===== src/rtl/kw_pkg.sv =====
// Shared definitions for the keyword tokenizer: token classes, match-FSM states,
// ASCII constants and case-fold helper.
package kw_pkg;

    localparam logic [1:0] TOK_NONE  = 2'd0;
    localparam logic [1:0] TOK_BEGIN = 2'd1;
    localparam logic [1:0] TOK_END   = 2'd2;
    localparam logic [1:0] TOK_WORD  = 2'd3;

    typedef enum logic [3:0] {
        ST_GAP   = 4'd0,
        ST_B     = 4'd1,
        ST_BE    = 4'd2,
        ST_BEG   = 4'd3,
        ST_BEGI  = 4'd4,
        ST_BEGIN = 4'd5,
        ST_E     = 4'd6,
        ST_EN    = 4'd7,
        ST_END   = 4'd8,
        ST_OTHER = 4'd9
    } state_t;

    localparam logic [7:0] ASCII_UP_A     = 8'h41;
    localparam logic [7:0] ASCII_UP_Z     = 8'h5A;
    localparam logic [7:0] ASCII_LO_A     = 8'h61;
    localparam logic [7:0] ASCII_LO_Z     = 8'h7A;
    localparam logic [7:0] ASCII_CASE_OFS = 8'h20;
    localparam logic [7:0] ASCII_LO_B     = 8'h62;
    localparam logic [7:0] ASCII_LO_D     = 8'h64;
    localparam logic [7:0] ASCII_LO_E     = 8'h65;
    localparam logic [7:0] ASCII_LO_G     = 8'h67;
    localparam logic [7:0] ASCII_LO_I     = 8'h69;
    localparam logic [7:0] ASCII_LO_N     = 8'h6E;

    // Upper-case letters move to lower case; every other byte is unchanged.
    function automatic logic [7:0] fold_lower(input logic [7:0] ch);
        logic [7:0] res;
        res = ch;
        if (ch >= ASCII_UP_A && ch <= ASCII_UP_Z) begin
            res = ch + ASCII_CASE_OFS;
        end
        return res;
    endfunction

    function automatic logic [1:0] kind_of(input state_t st);
        logic [1:0] k;
        case (st)
            ST_BEGIN: k = TOK_BEGIN;
            ST_END:   k = TOK_END;
            ST_GAP:   k = TOK_NONE;
            default:  k = TOK_WORD;
        endcase
        return k;
    endfunction

endpackage


===== src/rtl/kw_char_class.sv =====
// Combinational letter test and lower-case fold for one input byte.
module kw_char_class
    import kw_pkg::*;
(
    input  logic [7:0] ch,
    output logic       letter_c,
    output logic [7:0] lower_c
);

    // After folding, only letters land in 'a'..'z'.
    always_comb begin
        lower_c  = fold_lower(ch);
        letter_c = (lower_c >= ASCII_LO_A) && (lower_c <= ASCII_LO_Z);
    end

endmodule


===== src/rtl/keyword_tokenizer.sv =====
// Splits an ASCII byte stream into words and emits one BEGIN/END/WORD token per word.
// Optional nesting-depth tracker enabled by defining KEYWORD_TOKENIZER_DEPTH_EN.
module keyword_tokenizer
    import kw_pkg::*;
#(
    parameter int unsigned LEN_W = 6
) (
    input  logic             clk,
    input  logic             reset,
    input  logic             in_valid,
    input  logic [7:0]       in,
    input  logic             flush,
    output logic             tok_valid,
    output logic [1:0]       tok_kind,
    output logic [LEN_W-1:0] tok_len,
    output logic             busy
`ifdef KEYWORD_TOKENIZER_DEPTH_EN
    ,
    output logic signed [7:0] depth,
    output logic              underflow,
    output logic              balanced
`endif
);

    localparam logic [LEN_W-1:0] LEN_MAX = {LEN_W{1'b1}};

    state_t           state;
    state_t           state_nxt;
    state_t           st_a;
    logic [LEN_W-1:0] len;
    logic [LEN_W-1:0] len_nxt;
    logic [LEN_W-1:0] len_a;
    logic             close;
    logic             emit;
    logic [1:0]       emit_kind;
    logic [LEN_W-1:0] emit_len;
    logic             letter_c;
    logic [7:0]       lower_c;

    kw_char_class u_char_class (
        .ch       (in),
        .letter_c (letter_c),
        .lower_c  (lower_c)
    );

    function automatic state_t advance(input state_t st, input logic [7:0] ch);
        state_t n;
        n = ST_OTHER;
        case (st)
            ST_GAP: begin
                if (ch == ASCII_LO_B)      n = ST_B;
                else if (ch == ASCII_LO_E) n = ST_E;
            end
            ST_B:    if (ch == ASCII_LO_E) n = ST_BE;
            ST_BE:   if (ch == ASCII_LO_G) n = ST_BEG;
            ST_BEG:  if (ch == ASCII_LO_I) n = ST_BEGI;
            ST_BEGI: if (ch == ASCII_LO_N) n = ST_BEGIN;
            ST_E:    if (ch == ASCII_LO_N) n = ST_EN;
            ST_EN:   if (ch == ASCII_LO_D) n = ST_END;
            default: n = ST_OTHER;
        endcase
        return n;
    endfunction

    // The byte is applied first (st_a/len_a); a delimiter or flush then closes the word.
    always_comb begin
        st_a      = state;
        len_a     = len;
        close     = 1'b0;
        state_nxt = state;
        len_nxt   = len;
        emit      = 1'b0;
        emit_kind = TOK_NONE;
        emit_len  = '0;

        if (in_valid && letter_c) begin
            st_a  = advance(state, lower_c);
            len_a = (len == LEN_MAX) ? len : len + LEN_W'(1);
        end

        close = (in_valid && !letter_c) || flush;

        if (close) begin
            state_nxt = ST_GAP;
            len_nxt   = '0;
            if (st_a != ST_GAP) begin
                emit      = 1'b1;
                emit_kind = kind_of(st_a);
                emit_len  = len_a;
            end
        end else begin
            state_nxt = st_a;
            len_nxt   = len_a;
        end
    end

    always_ff @(posedge clk) begin
        if (reset) begin
            state     <= ST_GAP;
            len       <= '0;
            tok_valid <= 1'b0;
            tok_kind  <= TOK_NONE;
            tok_len   <= '0;
            busy      <= 1'b0;
        end else begin
            state     <= state_nxt;
            len       <= len_nxt;
            tok_valid <= emit;
            tok_kind  <= emit_kind;
            tok_len   <= emit_len;
            busy      <= (state_nxt != ST_GAP);
        end
    end

`ifdef KEYWORD_TOKENIZER_DEPTH_EN
    logic signed [7:0] depth_nxt;
    logic              underflow_nxt;

    // Depth never goes negative: an unmatched END only raises the sticky flag.
    always_comb begin
        depth_nxt     = depth;
        underflow_nxt = underflow;
        if (emit && emit_kind == TOK_BEGIN) begin
            if (depth != 8'sd127) depth_nxt = depth + 8'sd1;
        end else if (emit && emit_kind == TOK_END) begin
            if (depth == 8'sd0) underflow_nxt = 1'b1;
            else                depth_nxt     = depth - 8'sd1;
        end
    end

    always_ff @(posedge clk) begin
        if (reset) begin
            depth     <= 8'sd0;
            underflow <= 1'b0;
            balanced  <= 1'b1;
        end else begin
            depth     <= depth_nxt;
            underflow <= underflow_nxt;
            balanced  <= (depth_nxt == 8'sd0) && !underflow_nxt;
        end
    end
`endif

endmodule


===== config.mk =====
export PLATFORM = sky130hd
export DESIGN_NAME = keyword_tokenizer
export DESIGN_NICKNAME = d
export VERILOG_FILES = /design/src/rtl/kw_pkg.sv /design/src/rtl/kw_char_class.sv /design/src/rtl/keyword_tokenizer.sv
export SDC_FILE = /design/constraint.sdc
export NUM_CORES = 1
export LEC_CHECK = 0
export ABC_AREA = 1
export BUFFER_PORTS_ARGS = -buffer_cell sky130_fd_sc_hd__buf_2
export CORE_UTILIZATION = 35
export DETAILED_ROUTE_END_ITERATION = 7
export GPL_TIMING_DRIVEN = 0
export PLACE_DENSITY_LB_ADDON = 0.1
export SLEW_MARGIN = 40
export SYNTH_ARGS = -nofsm -noshare
export SYNTH_HDL_FRONTEND = slang
export SYNTH_HIERARCHICAL = 1
export SYNTH_SLANG_ARGS = --single-unit

===== constraint.sdc =====
create_clock -name clk -period 2.4 [get_ports clk]
set_clock_uncertainty 0.2 [all_clocks]
set_input_delay 0.48 -clock clk [delete_from_list [all_inputs] [get_ports clk]]
set_output_delay 0.48 -clock clk [all_outputs]
set_load 0.03 [all_outputs]

==> summary by stage <==
Place
The global placement routability congestion is 0.830. Detailed placement finished with a half-perimeter wire length of 1990 um. Once placement finished, the instance area stood at about 1500 sq um.

The number of port buffers is 21. The total instance count after detailed placement is 278.

Route
After detailed routing, the average wire length per cell comes to 9.10 um. For this block, wires on met1 add up to around 1400 um. After detailed routing, the met2 layer carries approximately 1100 um of wire. The total number of vias is roughly 1200.

The first detailed-routing pass took 4 iterations. After the first detailed-routing iteration, the DRC count stood at 46. The top metal layer carrying routed signals is met4. The remaining design rule violation count is 0. Using the TritonRoute via totals, the vias-per-cell ratio works out to 4.32. The number of nets with antenna violations after routing is 0.

The total wire length after detailed routing is 2590 um. The length of routed met3 wiring is 108 um.

Cells and area
Measured on the finished design, the core utilization comes to roughly 45%. The multi-input combinational cells in the finished layout cover a total of 826 sq um. In the layout the commonest cells are nand2_1 (51), nor2_1 (28), inv_1 (26).

The number of antenna diodes in the final layout is 0. Of the cells placed in the final design, the portion with a size suffix greater than 1 is about a third. The area taken by flip-flops and latches is 400 sq um. Leaving out fill and tap cells, the most frequent cell in the layout is nand2_1. Fill cells in the final layout number slightly below 400. The synthesis-to-layout area growth is 23.3%. Once layout is complete, the cells apart from fillers number 285. Summing all non-filler instances in the final layout gives an area of about 1600 sq um. For this run, the post-layout net count is 253.

Critical path
The endpoint type of the worst setup path is a flop. The buffering stage count on the worst path with inverters included is 4. The worst register-to-register path has a depth of 11.

The worst setup path category is primary input to flop. Grouping stages by cell kind, the critical path spends the most delay in simple AND/OR/NAND/NOR gates. STA classifies the critical path startpoint as a primary input.

The cell with the biggest individual delay on the critical path is ha_4. The terminus of the critical flop-to-flop path is tok_len[0]. For the worst setup path, the data arrival time is 2.20 ns. For this run, the slowest stage of the critical path takes 0.26 ns. The worst path required time is 2.35 ns.

The signal on the critical path passes through buf_4, ha_4, inv_1, nand4_1, nand2_1, inv_1, nand2_2, nor2_4, buf_6, nand2_2, nand2_2, nand3_2, nor2_4, nor2_4, nor2_4, nand2_4, nand2_8, nor2_2. In this run the worst path has a maximum fanout of 8. The source of the worst register-to-register timing path is state[0]. The register-to-register setup slack is between 0.6 and 0.7 ns. In this design, the critical path's most frequently occurring cell is nor2_4.

Power and ir drop
The leakage power is 0.793 nW. The share of total power dissipated in sequential elements is 51.4%. In this run switching power makes up 25.3% of total power. For this design the total switching power over the nets is 165 uW. The internal cell power is 486 uW. In this run, the clock network consumes 32.5% of the power.

Combinational logic burns 16.0% of the power. IR analysis of the VDD net gives a maximum drop of 0.359 mV. Power spread over the standard cell area amounts to just under 400 nW/um^2.

Timing
The worst hold-check slack is 0.306 ns. The final max-slew violation count came to 0. For the pin with the worst max-slew slack, the measured transition is 0.481 ns.

The post-layout minimum cycle time is 2.26 ns. Setup violations remaining at the end of the flow were counted as 0. Derived from the worst setup path, the maximum achievable clock frequency is approximately 440 MHz. After layout, the worst path uses 94.0% of the clock period. Headroom to the max-slew limit came out at a little under 70%. The aggregate negative setup slack is 0 ns. The hold violation count in the final report is 0.

Floorplanning
The die width is 63.7 um. The core box area is 3660 sq um. The number of ports placed on the die boundary is 22. The row count is 22.

The die boundary height is 63.7 um. Once the floorplan was initialized, standard cells occupied 36.4% of the core. The die covers 4050 sq um.

CTS
The clock-pin slew on the worst setup and hold paths is 0.07 ns. CTS built an H-tree with a depth of 1. The clock passes through at most 2 buffers. The number of buffers created by CTS is 3. The number of clock sinks is 20. The hold buffer count at CTS is 0. The cell chosen for the clock root is clkbuf_8. Clock latency on the worst-skew pair, taken at its later pin, is 0.25 ns.

The TritonCTS clock tree is built.

Hold path
For hold timing, the worst endpoint is state[0]. In this run the most critical hold path is launched from flush. Counting instances, the worst hold path has a depth of 4. The path class of the lowest-slack min-delay path is primary input to flop.

Synthesis
The synthesized instance count is 209. The number of different library cells used by synthesis comes to 27. Counting flops and latches in the post-synthesis netlist gives 20. The primary flip-flop cell chosen by synthesis mapping is dfxtp_1. The number of nets in the synthesized netlist is 223. The synthesized design contains 0 enable-type register cells. The average cell area after synthesis is 6.37 sq um. Yosys printed 6 warnings. Of the synthesized area, sequential elements account for 30.1%.

Of all flip-flops after synthesis, the portion carrying an async set or reset was 0%. The mapped netlist covers between 1000 and 1500 sq um.

Flow run
The number of max-capacitance violations reported is 0.

Global route
The global-route usage over all layers is between 10% and 20%. The maximum number of pins on one net before global-route repair is 11. The number of antenna violations at the first check in global routing came to 0. The number of global-route vias before repair is 1112. The first global-routing pass estimated roughly 4700 um of wire.

For this run the aggregate overflow at the end of global routing stands at 0.

Outcome
The run finished with clean final reports.
[power by group through the flow]
| stage | clock (mW) | sequential [mW] | combinational (mW) |
|---|---|---|---|
| 6_report | 0.212 | 0.335 | 0.104 |
| 4_1_cts | 0.223 | 0.335 | 0.0902 |
| 3_3_place_gp | 0 | 0.343 | 0.0895 |
| 3_5_place_dp | 0 | 0.343 | 0.0894 |
| 2_1_floorplan | 0 | 0.347 | 0.0619 |
| 5_1_grt | 0.234 | 0.335 | 0.117 |
[synthesized netlist by cell type, types with 2 or more instances]
cell type	instances	area, sq um
inv_2	6	22.5
dfxtp_1	20	400
nand3_1	14	70.1
o21ai_0	3	15.0
inv_1	27	101
a21oi_1	5	25.0
nor2_4	3	33.8
nand2_1	56	210
buf_4	5	37.5
nand2_2	9	56.3
nor2_1	31	116
nand4_1	2	12.5
nor2_2	13	81.3
ha_1	2	25.0
[worst min-delay path, delay by kind of cell]
kind | cells | cell delay (ns)
buffers and inverters | 1 | 0.08
and+or+nand+nor | 2 | 0.12
AOI/OAI and AO/OA | 1 | 0.04
[state kept, by name, summed over array words and instances, names as in the netlist]
name       cells
tok_kind       2
state          4
tok_valid      1
len            6
tok_len        6
busy           1
[worst max-delay path by stage]
| stage | depth (start not counted) | slack (ns) | from | end |
|---|---|---|---|---|
| 5_1_grt | 18 | -0.005 | in[5] | tok_len[2] |
| 3_3_place_gp | 17 | -0.27 | in[6] | tok_len[1] |
| 3_5_place_dp | 17 | -0.27 | in[6] | tok_len[2] |
| 2_1_floorplan | 16 | 0.11 | in[5] | tok_len[4] |
| 4_1_cts | 17 | 0.05 | in[6] | tok_len[2] |
| 6_report | 18 | 0.14 | in[6] | tok_len[0] |
[kinds of logic (layout without fill, tap and decap cells)]
logic type	Yosys count	count (layout)	share of synthesized area [%]
xor+xnor	1	1	0.658
mux	1	1	0.752
simple gates	133	133	47.6
fa+ha+maj	2	2	1.88
buf+inv	40	68	13.3
flops	20	20	30.1
compound gates	12	12	5.73
[repair_timing]
item                                    4_1_cts  5_1_grt
gates cloned                                  0        1
gates resized for setup                       1       21
pin swaps                                     0       13
buffers inserted                              0        3
endpoints found under the setup margin        4        9
[stage by stage]
step                      setup slack (ns)  total power, mW
after global placement              -0.266            0.432
after CTS                           0.0532            0.648
after detailed placement            -0.265            0.432
after floorplan                      0.114            0.409
after global routing              -0.00468            0.686
final                                0.145            0.651
[area by class of cell]
class	count	share of cell area, %
Clock buffer	3	2.52
Multi-Input combinational cell	149	50.3
Buffer	7	3.20
Tap cell	48	3.66
Inverter	33	7.70
Timing Repair Buffer	25	8.23
Sequential cell	20	24.4
[per-layer routing]
metal,GRT usage (%),up-vias
met2,21.7,23
met3,4.35,2
met5,0,-
met1,20.5,518
met4,2.56,0
li1,-,688
(Power assumes the default switching activity.)
